==> config.mk <==
export PLATFORM = sky130hd
export DESIGN_NAME = regbank_mp_flat
export DESIGN_NICKNAME = d
export VERILOG_FILES = /design/src/rtl/regbank_pkg.sv /design/src/rtl/regbank_mp_if.sv /design/src/rtl/regbank_clear_fsm.sv /design/src/rtl/regbank_mp.sv /design/src/flat_wrapper.sv
export SDC_FILE = /design/constraint.sdc
export NUM_CORES = 1
export LEC_CHECK = 0
export CORE_UTILIZATION = 50
export CTS_BUF_LIST = sky130_fd_sc_hd__clkbuf_8 sky130_fd_sc_hd__clkbuf_16
export DETAILED_ROUTE_END_ITERATION = 16
export GPL_TIMING_DRIVEN = 1
export PLACE_DENSITY = 0.63
export REMOVE_ABC_BUFFERS = 1
export SYNTH_ARGS = -nofsm -noshare
export SYNTH_HDL_FRONTEND = slang
export SYNTH_SLANG_ARGS = --single-unit
export TNS_END_PERCENT = 10
==> constraint.sdc <==
create_clock -name CLK -period 6.5 [get_ports CLK]
set_input_delay 1.3 -clock CLK [delete_from_list [all_inputs] [get_ports CLK]]
set_output_delay 1.3 -clock CLK [all_outputs]
set_load 0.005 [all_outputs]
==> src/rtl/regbank_pkg.sv <==
// -----------------------------------------------------------------------------
// regbank_pkg
// Shared definitions for the multi-read-port register bank slice:
//   - default geometry constants (DATA_W / ADDR_W / NUM_RD)
//   - clear-engine state encoding (legacy-compatible constants + enum view)
//   - rd_slice(): base bit offset of one port inside a flattened port vector
// No ports (package).
// -----------------------------------------------------------------------------
package regbank_pkg;

    localparam int DATA_W_DEF = 32;
    localparam int ADDR_W_DEF = 5;
    localparam int NUM_RD_DEF = 2;

    // Raw state codes kept as plain constants so older code that compares
    // against bit patterns keeps working; the enum below reuses them.
    localparam logic [0:0] ST_IDLE  = 1'b0;
    localparam logic [0:0] ST_CLEAR = 1'b1;

    typedef enum logic [0:0] {
        IDLE  = ST_IDLE,
        CLEAR = ST_CLEAR
    } clr_state_t;

    // Port p of a flattened vector whose fields are 'width' bits wide starts
    // at bit p*width.
    function automatic int rd_slice(input int port, input int width);
        return port * width;
    endfunction

endpackage

==> src/rtl/regbank_mp_if.sv <==
// -----------------------------------------------------------------------------
// regbank_mp_if
// Bus bundle between the datapath (master) and the register bank (slave).
// Signals:
//   clr_req  master->slave  pulse, start a full clear sweep
//   clr_busy slave->master  clear sweep in progress
//   wEn/wAddr/wData         write port, master->slave
//   wReady   slave->master  write accepted this cycle
//   rEn/rAddr               per-port read request, flattened, master->slave
//   rData/rValid            per-port registered read result, slave->master
// -----------------------------------------------------------------------------
interface regbank_mp_if
    import regbank_pkg::*;
#(
    parameter int DATA_W = DATA_W_DEF,
    parameter int ADDR_W = ADDR_W_DEF,
    parameter int NUM_RD = NUM_RD_DEF
);

    logic                       clr_req;
    logic                       clr_busy;
    logic                       wEn;
    logic [ADDR_W-1:0]          wAddr;
    logic [DATA_W-1:0]          wData;
    logic                       wReady;
    logic [NUM_RD-1:0]          rEn;
    logic [NUM_RD*ADDR_W-1:0]   rAddr;
    logic [NUM_RD*DATA_W-1:0]   rData;
    logic [NUM_RD-1:0]          rValid;

    modport master (
        output clr_req, wEn, wAddr, wData, rEn, rAddr,
        input  clr_busy, wReady, rData, rValid
    );

    modport slave (
        input  clr_req, wEn, wAddr, wData, rEn, rAddr,
        output clr_busy, wReady, rData, rValid
    );

endinterface

==> src/rtl/regbank_clear_fsm.sv <==
// -----------------------------------------------------------------------------
// regbank_clear_fsm
// Clear engine for the register bank. After reset (or on clr_req while idle)
// it walks every entry once, one per cycle, asking the top level to write 0.
// Ports:
//   clk       in   rising-edge clock
//   reset_n   in   synchronous active-low reset; (re)starts the sweep at entry 0
//   clr_req   in   start a sweep (ignored while a sweep is running)
//   clr_busy  out  high while the sweep runs
//   clr_we    out  clear write strobe for this cycle
//   clr_addr  out  entry being cleared this cycle
// -----------------------------------------------------------------------------
module regbank_clear_fsm
    import regbank_pkg::*;
#(
    parameter int ADDR_W = ADDR_W_DEF
) (
    input  logic              clk,
    input  logic              reset_n,
    input  logic              clr_req,
    output logic              clr_busy,
    output logic              clr_we,
    output logic [ADDR_W-1:0] clr_addr
);

    // The counter is one bit wider than an address so it can run past the
    // last entry without aliasing back onto entry 0.
    localparam logic [ADDR_W:0] LAST_CNT = {1'b0, {ADDR_W{1'b1}}};
    localparam logic [ADDR_W:0] CNT_ONE  = {{ADDR_W{1'b0}}, 1'b1};

    clr_state_t      state_q, state_d;
    logic [ADDR_W:0] clr_cnt_q, clr_cnt_d;
    logic            clr_busy_q, clr_busy_d;

    // Next-state logic: idle waits for a request; clear steps one entry per
    // cycle and returns to idle after the last entry has been written.
    always_comb begin
        state_d   = state_q;
        clr_cnt_d = clr_cnt_q;
        case (state_q)
            IDLE: begin
                if (clr_req) begin
                    state_d   = CLEAR;
                    clr_cnt_d = '0;
                end
            end
            CLEAR: begin
                clr_cnt_d = clr_cnt_q + CNT_ONE;
                if (clr_cnt_q == LAST_CNT) begin
                    state_d = IDLE;
                end
            end
            default: begin
                state_d = IDLE;
            end
        endcase
        clr_busy_d = (state_d == CLEAR);
    end

    // Reset drops straight into a fresh sweep so storage never needs its own
    // reset network.
    always_ff @(posedge clk) begin
        if (!reset_n) begin
            state_q    <= CLEAR;
            clr_cnt_q  <= '0;
            clr_busy_q <= 1'b1;
        end else begin
            state_q    <= state_d;
            clr_cnt_q  <= clr_cnt_d;
            clr_busy_q <= clr_busy_d;
        end
    end

    assign clr_busy = clr_busy_q;
    assign clr_we   = (state_q == CLEAR);
    assign clr_addr = clr_cnt_q[ADDR_W-1:0];

endmodule

==> src/rtl/regbank_mp.sv <==
// -----------------------------------------------------------------------------
// regbank_mp
// Parametrised register bank with NUM_RD registered read ports, one write
// port with write-first bypass, and a built-in clear engine.
// Ports:
//   CLK      in     rising-edge clock
//   reset_n  in     synchronous active-low reset (read outputs to 0, sweep restarts)
//   bus      slave  regbank_mp_if: clear request/busy, write port, read ports
// Parameters: DATA_W, ADDR_W (DEPTH = 2**ADDR_W), NUM_RD (1..4).
// Build option: define ZERO_REG_EN to hardwire entry 0 to zero (writes to it
// are discarded, reads of it return 0 and never see the bypass).
// -----------------------------------------------------------------------------
module regbank_mp
    import regbank_pkg::*;
#(
    parameter int DATA_W = DATA_W_DEF,
    parameter int ADDR_W = ADDR_W_DEF,
    parameter int NUM_RD = NUM_RD_DEF
) (
    input  logic       CLK,
    input  logic       reset_n,
    regbank_mp_if.slave bus
);

    localparam int DEPTH = 2 ** ADDR_W;

`ifdef ZERO_REG_EN
    localparam bit ZERO_REG = 1'b1;
`else
    localparam bit ZERO_REG = 1'b0;
`endif

    logic              clr_busy;
    logic              clr_we;
    logic [ADDR_W-1:0] clr_addr;
    logic              user_we;
    logic              mem_we;
    logic [ADDR_W-1:0] mem_waddr;
    logic [DATA_W-1:0] mem_wdata;
    logic [DATA_W-1:0] mem_q [DEPTH];

    logic [NUM_RD*DATA_W-1:0] rdata_flat;
    logic [NUM_RD-1:0]        rvalid_flat;

    regbank_clear_fsm #(
        .ADDR_W (ADDR_W)
    ) u_clear_fsm (
        .clk      (CLK),
        .reset_n  (reset_n),
        .clr_req  (bus.clr_req),
        .clr_busy (clr_busy),
        .clr_we   (clr_we),
        .clr_addr (clr_addr)
    );

    // A user write only lands while the bank is idle; during a sweep it is
    // simply dropped.
    assign user_we      = bus.wEn & ~clr_busy;
    assign bus.clr_busy = clr_busy;
    assign bus.wReady   = ~clr_busy;

    // Single physical write port shared between the clear engine and the
    // user. Writes are held off during reset so a reset edge never disturbs
    // storage beyond what the sweep will clear anyway.
    always_comb begin
        mem_we    = 1'b0;
        mem_waddr = clr_addr;
        mem_wdata = '0;
        if (clr_we) begin
            mem_we = reset_n;
        end else if (user_we && !(ZERO_REG && (bus.wAddr == '0))) begin
            mem_we    = reset_n;
            mem_waddr = bus.wAddr;
            mem_wdata = bus.wData;
        end
    end

    // Storage has no reset; the clear sweep is what puts it in a known state.
    always_ff @(posedge CLK) begin
        if (mem_we) begin
            mem_q[mem_waddr] <= mem_wdata;
        end
    end

    for (genvar p = 0; p < NUM_RD; p++) begin : g_rd
        logic [ADDR_W-1:0] raddr;
        logic [DATA_W-1:0] rdata_q, rdata_d;
        logic              rvalid_q, rvalid_d;

        assign raddr = bus.rAddr[rd_slice(p, ADDR_W) +: ADDR_W];

        // Read result selection. Priority: sweep in progress reads as zero,
        // then the hardwired zero entry, then the same-edge write (write-first
        // bypass), then storage. With no request the old data is held.
        always_comb begin
            rdata_d  = rdata_q;
            rvalid_d = bus.rEn[p];
            if (bus.rEn[p]) begin
                if (clr_busy) begin
                    rdata_d = '0;
                end else if (ZERO_REG && (raddr == '0)) begin
                    rdata_d = '0;
                end else if (user_we && (bus.wAddr == raddr)) begin
                    rdata_d = bus.wData;
                end else begin
                    rdata_d = mem_q[raddr];
                end
            end
        end

        // Registered read outputs, cleared by reset.
        always_ff @(posedge CLK) begin
            if (!reset_n) begin
                rdata_q  <= '0;
                rvalid_q <= 1'b0;
            end else begin
                rdata_q  <= rdata_d;
                rvalid_q <= rvalid_d;
            end
        end

        assign rdata_flat[rd_slice(p, DATA_W) +: DATA_W] = rdata_q;
        assign rvalid_flat[p]                            = rvalid_q;
    end

    assign bus.rData  = rdata_flat;
    assign bus.rValid = rvalid_flat;

endmodule

==> src/flat_wrapper.sv <==
// flat-port wrapper written by rule: the top's interface ports become plain ports
module regbank_mp_flat import regbank_pkg::*;
#(
    parameter int DATA_W = DATA_W_DEF,
    parameter int ADDR_W = ADDR_W_DEF,
    parameter int NUM_RD = NUM_RD_DEF
)
  (CLK, reset_n, bus_clr_req, bus_wEn, bus_wAddr, bus_wData, bus_rEn, bus_rAddr, bus_clr_busy, bus_wReady, bus_rData, bus_rValid);
  regbank_mp_if #(.DATA_W(DATA_W), .ADDR_W(ADDR_W), .NUM_RD(NUM_RD)) bus_i ();
  input  logic CLK;
  input  logic reset_n;
  input wire logic [$bits(bus_i.clr_req)-1:0] bus_clr_req;
  input wire logic [$bits(bus_i.wEn)-1:0] bus_wEn;
  input wire logic [$bits(bus_i.wAddr)-1:0] bus_wAddr;
  input wire logic [$bits(bus_i.wData)-1:0] bus_wData;
  input wire logic [$bits(bus_i.rEn)-1:0] bus_rEn;
  input wire logic [$bits(bus_i.rAddr)-1:0] bus_rAddr;
  output wire logic [$bits(bus_i.clr_busy)-1:0] bus_clr_busy;
  output wire logic [$bits(bus_i.wReady)-1:0] bus_wReady;
  output wire logic [$bits(bus_i.rData)-1:0] bus_rData;
  output wire logic [$bits(bus_i.rValid)-1:0] bus_rValid;
  assign bus_i.clr_req = bus_clr_req;
  assign bus_i.wEn = bus_wEn;
  assign bus_i.wAddr = bus_wAddr;
  assign bus_i.wData = bus_wData;
  assign bus_i.rEn = bus_rEn;
  assign bus_i.rAddr = bus_rAddr;
  assign bus_clr_busy = bus_i.clr_busy;
  assign bus_wReady = bus_i.wReady;
  assign bus_rData = bus_i.rData;
  assign bus_rValid = bus_i.rValid;
  regbank_mp #(.DATA_W(DATA_W), .ADDR_W(ADDR_W), .NUM_RD(NUM_RD)) u_core (.CLK(CLK), .reset_n(reset_n), .bus(bus_i));
endmodule
[Word-level counts from Yosys, hierarchy flattened]
Memory sizes are Yosys's and may differ from the RTL's.
Cells that the tools add are included.
Widths: inputs -> output; s select.
Cells by class
  $add $sub $neg: 1
  eq/ne operators: 4
  muxes and demuxes: 17
  bitwise logic cells: 2
  reduce and logical (&&, ||, !) cells: 2
Operators with widths (number)
  $mux 32: 6
  $pmux 6 s2: 1
  $eq 5x5->1: 2
  $mux 5: 2
  $add 6x1->6 const B: 1
  $eq 6x5->1 const B: 1
  $mux 1: 6
  $mux 6: 1
  $logic_and 1x1->1: 2
  $ne 2x2->1 const B: 1
  $pmux 1 s2: 1
  $and 1x1->1: 1
  $not 1->1: 1
Storage, ports and cells
  flip-flop bits (word level): 73
  bits in writable memories: 1024
  bits of input ports: 53
  output and inout port bits: 68
  word-level logic and storage cells: 33
  memories: 1
Memory list
  u_core.mem_q: words 32, bits a word 32, read ports 2, clocked after Yosys merged registers in 0, write ports 1, RTL line regbank_mp.sv:40  | logic [DATA_W-1:0] mem_q [DEPTH];

[Logic depth before layout (Yosys ltp)]
  word-level depth: 6
  mapped depth: 8

[Hierarchy]
From an unflattened synthesis, not the netlist that was laid out.
Second synthesis, totals
  cells, all modules: 2865
  area, all modules: 50898.8 µm²
Modules (own cells, without submodules)
  regbank_mp: times used 1, cells an instance 2822, area each 50500.9 µm²
  regbank_clear_fsm: times used 1, cells an instance 43, area each 397.9 µm²

[Least setup slack after synthesis]
Ideal clock, no wire load.
  path kind: input -> register
  start point: input port bus_wEn
  end point: memory u_core.mem_q[10][0] in the netlist's numbering (enable)
  setup time: 0.421 ns
  arrival time: 3.616 ns
  slack: 2.463 ns
  stages: 6
  buffers on the path: 2
  path through: nor2b_1 > buf_2 > mux2i_1 > or3_1 > clkbuf_1 > nor2_1
On the way
  longest elaborated chain between the ends: 5
Ends and longest elaborated chain
  from (decl): RTL line flat_wrapper.sv:13  | input wire logic [$bits(bus_i.wEn)-1:0] bus_wEn;
  $and 1x1->1 *: RTL line regbank_mp.sv:58  | assign user_we = bus.wEn & ~clr_busy;
  $mux 1: RTL line regbank_mp.sv:71  | end else if (user_we && !(ZERO_REG && (bus.wAddr == '0))) begin
  $mux 1: RTL line regbank_mp.sv:69  | if (clr_we) begin
  $mux 1: RTL line regbank_mp.sv:80  | if (mem_we) begin
  $mux 1 (not written as such): RTL line regbank_mp.sv:81  | mem_q[mem_waddr] <= mem_wdata;
  to (decl): RTL line regbank_mp.sv:40
Every way passes the cells marked *; elsewhere a longest branch is shown, timed or not.

[Final worst setup path]
  start point: input port bus_wEn
  end point: memory u_core.mem_q[9][17] in the netlist's numbering (enable)
The elaborated chain is that of the path after synthesis.

==> impl_metrics.prom <==
# TYPE chip_impl_metric gauge
chip_impl_metric{name="wl_per_cell",unit="microns"} 35.22
chip_impl_metric{name="gr-total-overflow",unit=""} 0
chip_impl_metric{name="path_depth",unit=""} 6
chip_impl_metric{name="route.detailed.drc",unit=""} 0
chip_impl_metric{name="seq_area",unit="sq mm"} 0.03221
chip_impl_metric{name="ff2ff_setup_slack",unit="ps"} 2770
chip_impl_metric{name="finalHoldViolCount",unit=""} 0
chip_impl_metric{name="sequentialPowerShare",unit=""} 0.505
chip_impl_metric{name="globalRouteTotalUtil",unit=""} 0.2987
chip_impl_metric{name="finish.net_count",unit=""} 2850
chip_impl_metric{name="totalNegativeSetupSlack",unit="ps"} 0
chip_impl_metric{name="antenna_violations_before_repair",unit=""} 3
chip_impl_metric{name="routed_wl",unit="microns"} 147300
chip_impl_metric{name="syn_avg_cell_area",unit="sq um"} 18.68
chip_impl_metric{name="setup_failing_eps_final",unit=""} 0
chip_impl_metric{name="power_per_cell_area",unit="mW/mm^2"} 269.7
chip_impl_metric{name="synthDistinctLibCells",unit=""} 38
chip_impl_info{name="rr_startpoint",value="u_core.u_clear_fsm.clr_busy"} 1
chip_impl_metric{name="max-vdd-ir-drop",unit="mV"} 0.1797
chip_impl_metric{name="route.antenna.remaining_nets",unit=""} 0
chip_impl_metric{name="diodes",unit=""} 0
chip_impl_info{name="critical-path-slowest-cell",value="sky130_fd_sc_hd__nor2_4"} 1
chip_impl_metric{name="ys_async_sr_fraction",unit=""} 0
chip_impl_info{name="worst_setup_path_startpoint",value="bus_wEn"} 1
chip_impl_metric{name="drt-initial-drc-count",unit=""} 4147
chip_impl_metric{name="timing.slew.headroom",unit=""} 0.04506
chip_impl_metric{name="synth_seq_cells",unit=""} 1097
chip_impl_metric{name="synthesis.yosys.warnings",unit=""} 0
chip_impl_metric{name="initial_core_util",unit=""} 0.5044
chip_impl_info{name="clk_root_buffer_cell",value="sky130_fd_sc_hd__clkbuf_16"} 1
chip_impl_metric{name="worst_path_largest_cell_delay",unit="ps"} 870
chip_impl_metric{name="fin_skew",unit="ps"} 20.80
chip_impl_info{name="crit_path_end_kind",value="flop"} 1
chip_impl_metric{name="dr_total_vias",unit=""} 29210
chip_impl_metric{name="grt_pass1_wl",unit="microns"} 211500
chip_impl_metric{name="switchingPower",unit="uW"} 3364
chip_impl_info{name="min-delay-path-class",value="reg -> reg"} 1
chip_impl_info{name="timing.rr.end",value="u_core.mem_q[9][17]"} 1
chip_impl_info{name="synth_area_leader_cell",value="sky130_fd_sc_hd__edfxtp_1"} 1
chip_impl_info{name="ordered_cell_list_for_the_critical_path",value="clkdlybuf4s50_1 > nor2b_1 > mux2i_1 > nand2_1 > nor2_4 > buf_4"} 1
chip_impl_metric{name="synth_sequential_area_ratio",unit=""} 0.6498
chip_impl_metric{name="multi_input_comb_area",unit="sq mm"} 0.01642
chip_impl_metric{name="max-clock-path-buffers",unit=""} 3
chip_impl_metric{name="clkLatencyLatePin",unit="ps"} 700
chip_impl_metric{name="critPathArrivalTime",unit="ps"} 4770
chip_impl_metric{name="critical_path.max_fanout",unit=""} 17
chip_impl_info{name="worstSetupEndpoint",value="u_core.mem_q[9][17]"} 1
chip_impl_metric{name="portBuffers",unit=""} 120
chip_impl_metric{name="via_count_of_the_first_global_routing_pass",unit=""} 29800
chip_impl_metric{name="max_slew.worst_pin.slew",unit="ps"} 1427
chip_impl_info{name="most_frequent_cells_after_synthesis",value="sky130_fd_sc_hd__edfxtp_1 (1024), sky130_fd_sc_hd__mux4_2 (512), sky130_fd_sc_hd__nand2_1 (338), sky130_fd_sc_hd__a22oi_1 (257), sky130_fd_sc_hd__clkbuf_1 (91)"} 1
chip_impl_info{name="rsz0062_at_grt",value="false"} 1
chip_impl_metric{name="place.gp.congestion",unit=""} 0.8824
chip_impl_info{name="type_of_the_worst_setup_path",value="in -> reg"} 1
chip_impl_metric{name="whs",unit="ps"} 462.2
chip_impl_metric{name="i_o_pins",unit=""} 121
chip_impl_info{name="start_kind",value="primary input"} 1
chip_impl_metric{name="syn-cell-area",unit="sq mm"} 0.04957
chip_impl_metric{name="layout.core_utilization",unit=""} 0.5736
chip_impl_info{name="critical_path.top_delay_family",value="simple AND/OR/NAND/NOR gates"} 1
chip_impl_metric{name="max-cap-violations",unit=""} 0
chip_impl_metric{name="netSwitchingFraction",unit=""} 0.2213
chip_impl_info{name="synth-main-ff-cell",value="sky130_fd_sc_hd__edfxtp_1"} 1
chip_impl_metric{name="vias_per_cell",unit=""} 6.985
chip_impl_metric{name="layout-drive-gt1-share",unit=""} 0.2944
chip_impl_metric{name="maximum_number_of_pins_on_one_net_before_global_route_repair",unit=""} 89
chip_impl_metric{name="cts_resized",unit=""} 0
chip_impl_info{name="ys_top_cells_by_area",value="sky130_fd_sc_hd__edfxtp_1 (62%), sky130_fd_sc_hd__mux4_2 (23%), sky130_fd_sc_hd__a22oi_1 (3.9%)"} 1
chip_impl_metric{name="cts_num_sinks",unit=""} 1097
chip_impl_metric{name="yosys.area.top_type_share",unit=""} 0.6203
chip_impl_metric{name="fin_total_pwr",unit="uW"} 15200
chip_impl_metric{name="cts_buffers",unit=""} 113
chip_impl_metric{name="die_y",unit="microns"} 316.9
chip_impl_metric{name="synth-edff-count",unit=""} 1024
chip_impl_info{name="clock_tree_from_tritoncts",value="built"} 1
chip_impl_metric{name="floorplan.die.width",unit="microns"} 316.9
chip_impl_metric{name="hpwl_reported_at_the_end_of_detailed_placement",unit="microns"} 89590
chip_impl_metric{name="path_clk_slew",unit="ps"} 60
chip_impl_metric{name="maxClockFrequency",unit="GHz"} 0.2261
chip_impl_metric{name="htree_levels",unit=""} 3
chip_impl_metric{name="cts-hold-fix-buffers",unit=""} 0
chip_impl_metric{name="p_int",unit="uW"} 11840
chip_impl_info{name="yosys.cell_count.top_type",value="sky130_fd_sc_hd__edfxtp_1"} 1
chip_impl_metric{name="synthCells",unit=""} 2654
chip_impl_metric{name="worstRegToRegCells",unit=""} 5
chip_impl_metric{name="relative_area_change_from_synthesis_to_final_layout",unit="%"} 13.71
chip_impl_metric{name="rows",unit=""} 115
chip_impl_metric{name="period_needed",unit="ps"} 4423
chip_impl_metric{name="post_cts_buffers",unit=""} 0
chip_impl_metric{name="final.fill_count",unit=""} 7224
chip_impl_metric{name="first_pass_iters",unit=""} 6
chip_impl_metric{name="power_frac_comb",unit=""} 0.068
chip_impl_metric{name="coreArea",unit="sq mm"} 0.09828
chip_impl_metric{name="layout_worst_path_cycle_share",unit=""} 0.6805
chip_impl_metric{name="leakage_power",unit="uW"} 0.01713
chip_impl_metric{name="timing.critical_path.buf_inv",unit=""} 2
chip_impl_metric{name="floorplan.die_area",unit="sq mm"} 0.1004
chip_impl_metric{name="critical_path_required",unit="ps"} 6850
chip_impl_info{name="outcome",value="completed"} 1
chip_impl_metric{name="clock_power_share",unit=""} 0.427
chip_impl_metric{name="final-max-slew-violation-count",unit=""} 0
==> registers in the layout, summed over array words and instances (netlist names) <==
name / count
u_core.g_rd.rdata_q: 64
u_core.g_rd.rvalid_q: 2
u_core.mem_q: 1024
u_core.u_clear_fsm.clr_busy: 1
u_core.u_clear_fsm.clr_cnt_q: 6
==> how the worst min path moves through the flow <==
stage,startpoint,to,slack [ps],depth (start not counted)
finish,u_core.g_rd[1].rdata_q[6],u_core.g_rd[1].rdata_q[6],460,2
global route,u_core.g_rd[1].rdata_q[19],u_core.g_rd[1].rdata_q[19],490,2
CTS,u_core.g_rd[1].rdata_q[6],u_core.g_rd[1].rdata_q[6],470,2
detailed placement,u_core.g_rd[1].rdata_q[6],u_core.g_rd[1].rdata_q[6],450,2
global placement,u_core.g_rd[0].rdata_q[7],u_core.g_rd[0].rdata_q[7],450,2
floorplan,u_core.u_clear_fsm.clr_cnt_q[5],u_core.u_clear_fsm.clr_cnt_q[5],450,1
==> power by group through the flow <==
stage	Combinational, uW	Sequential, uW	Clock (uW)
3_5_place_dp	1020	7820	0
5_1_grt	1080	7670	6830
2_1_floorplan	508	7810	0
3_3_place_gp	1020	7820	0
6_report	1030	7670	6500
4_1_cts	1030	7670	6560
==> cell type report <==
class	count	area share
Sequential cell	1097	0.5714
Clock inverter	88	0.01207
Clock buffer	125	0.05389
Timing Repair Buffer	233	0.04040
Tap cell	1287	0.02857
Multi-Input combinational cell	1315	0.2913
Inverter	36	0.002397
==> cell usage in the layout (no fill, tap or decap), types with 8 or more instances in the layout <==
cell | netlist | layout
sky130_fd_sc_hd__xor2_1 | 10 | 10
sky130_fd_sc_hd__nor2_4 | 0 | 36
sky130_fd_sc_hd__bufinv_16 | 0 | 11
sky130_fd_sc_hd__clkinv_2 | 0 | 25
sky130_fd_sc_hd__clkbuf_8 | 0 | 8
sky130_fd_sc_hd__nand2_1 | 338 | 338
sky130_fd_sc_hd__nor2_1 | 79 | 40
sky130_fd_sc_hd__clkdlybuf4s50_1 | 0 | 116
sky130_fd_sc_hd__buf_4 | 25 | 97
sky130_fd_sc_hd__edfxtp_1 | 1024 | 1024
sky130_fd_sc_hd__o2111ai_1 | 64 | 64
sky130_fd_sc_hd__clkinv_1 | 0 | 16
sky130_fd_sc_hd__buf_12 | 0 | 15
sky130_fd_sc_hd__a22oi_1 | 257 | 257
sky130_fd_sc_hd__inv_1 | 35 | 64
sky130_fd_sc_hd__mux4_2 | 512 | 512
sky130_fd_sc_hd__dfxtp_1 | 73 | 73
sky130_fd_sc_hd__clkbuf_16 | 0 | 117
==> routing by layer <==
layer / track usage / up-vias / wire, microns
met1: 0.4322 / 15610 / 58200
li1: - / 11490 / -
met5: 0 / - / 0
met3: 0.08093 / 242 / 17320
met4: 0.08042 / 0 / 3451
met2: 0.4515 / 1862 / 68310
==> through the flow <==
| stage | instance area (sq um) | setup slack, ps | cells |
|---|---|---|---|
| 2_1_floorplan | 48420 | 2120 | 2448 |
| 3_3_place_gp | 52600 | 1488 | 3966 |
| 3_5_place_dp | 52600 | 1456 | 3966 |
| 4_1_cts | 56320 | 2166 | 4179 |
| 5_1_grt | 56370 | 1958 | 4181 |
| 6_report | 56370 | 2077 | 4181 |
==> kinds of logic after synthesis <==
logic type      share of synthesized area
xor+xnor                         0.001767
mux                                0.2330
flops                              0.6498
fa+ha+maj                       0.0002524
buf+inv                           0.02600
simple gates                      0.03566
compound gates                    0.05353
==> tightest hold or removal path: stages, from the launching register on <==
cell and delay, ps:
sky130_fd_sc_hd__dfxtp_1 320, sky130_fd_sc_hd__nand2_1 50, sky130_fd_sc_hd__o2111ai_1 60
(Power assumes the default switching activity.)
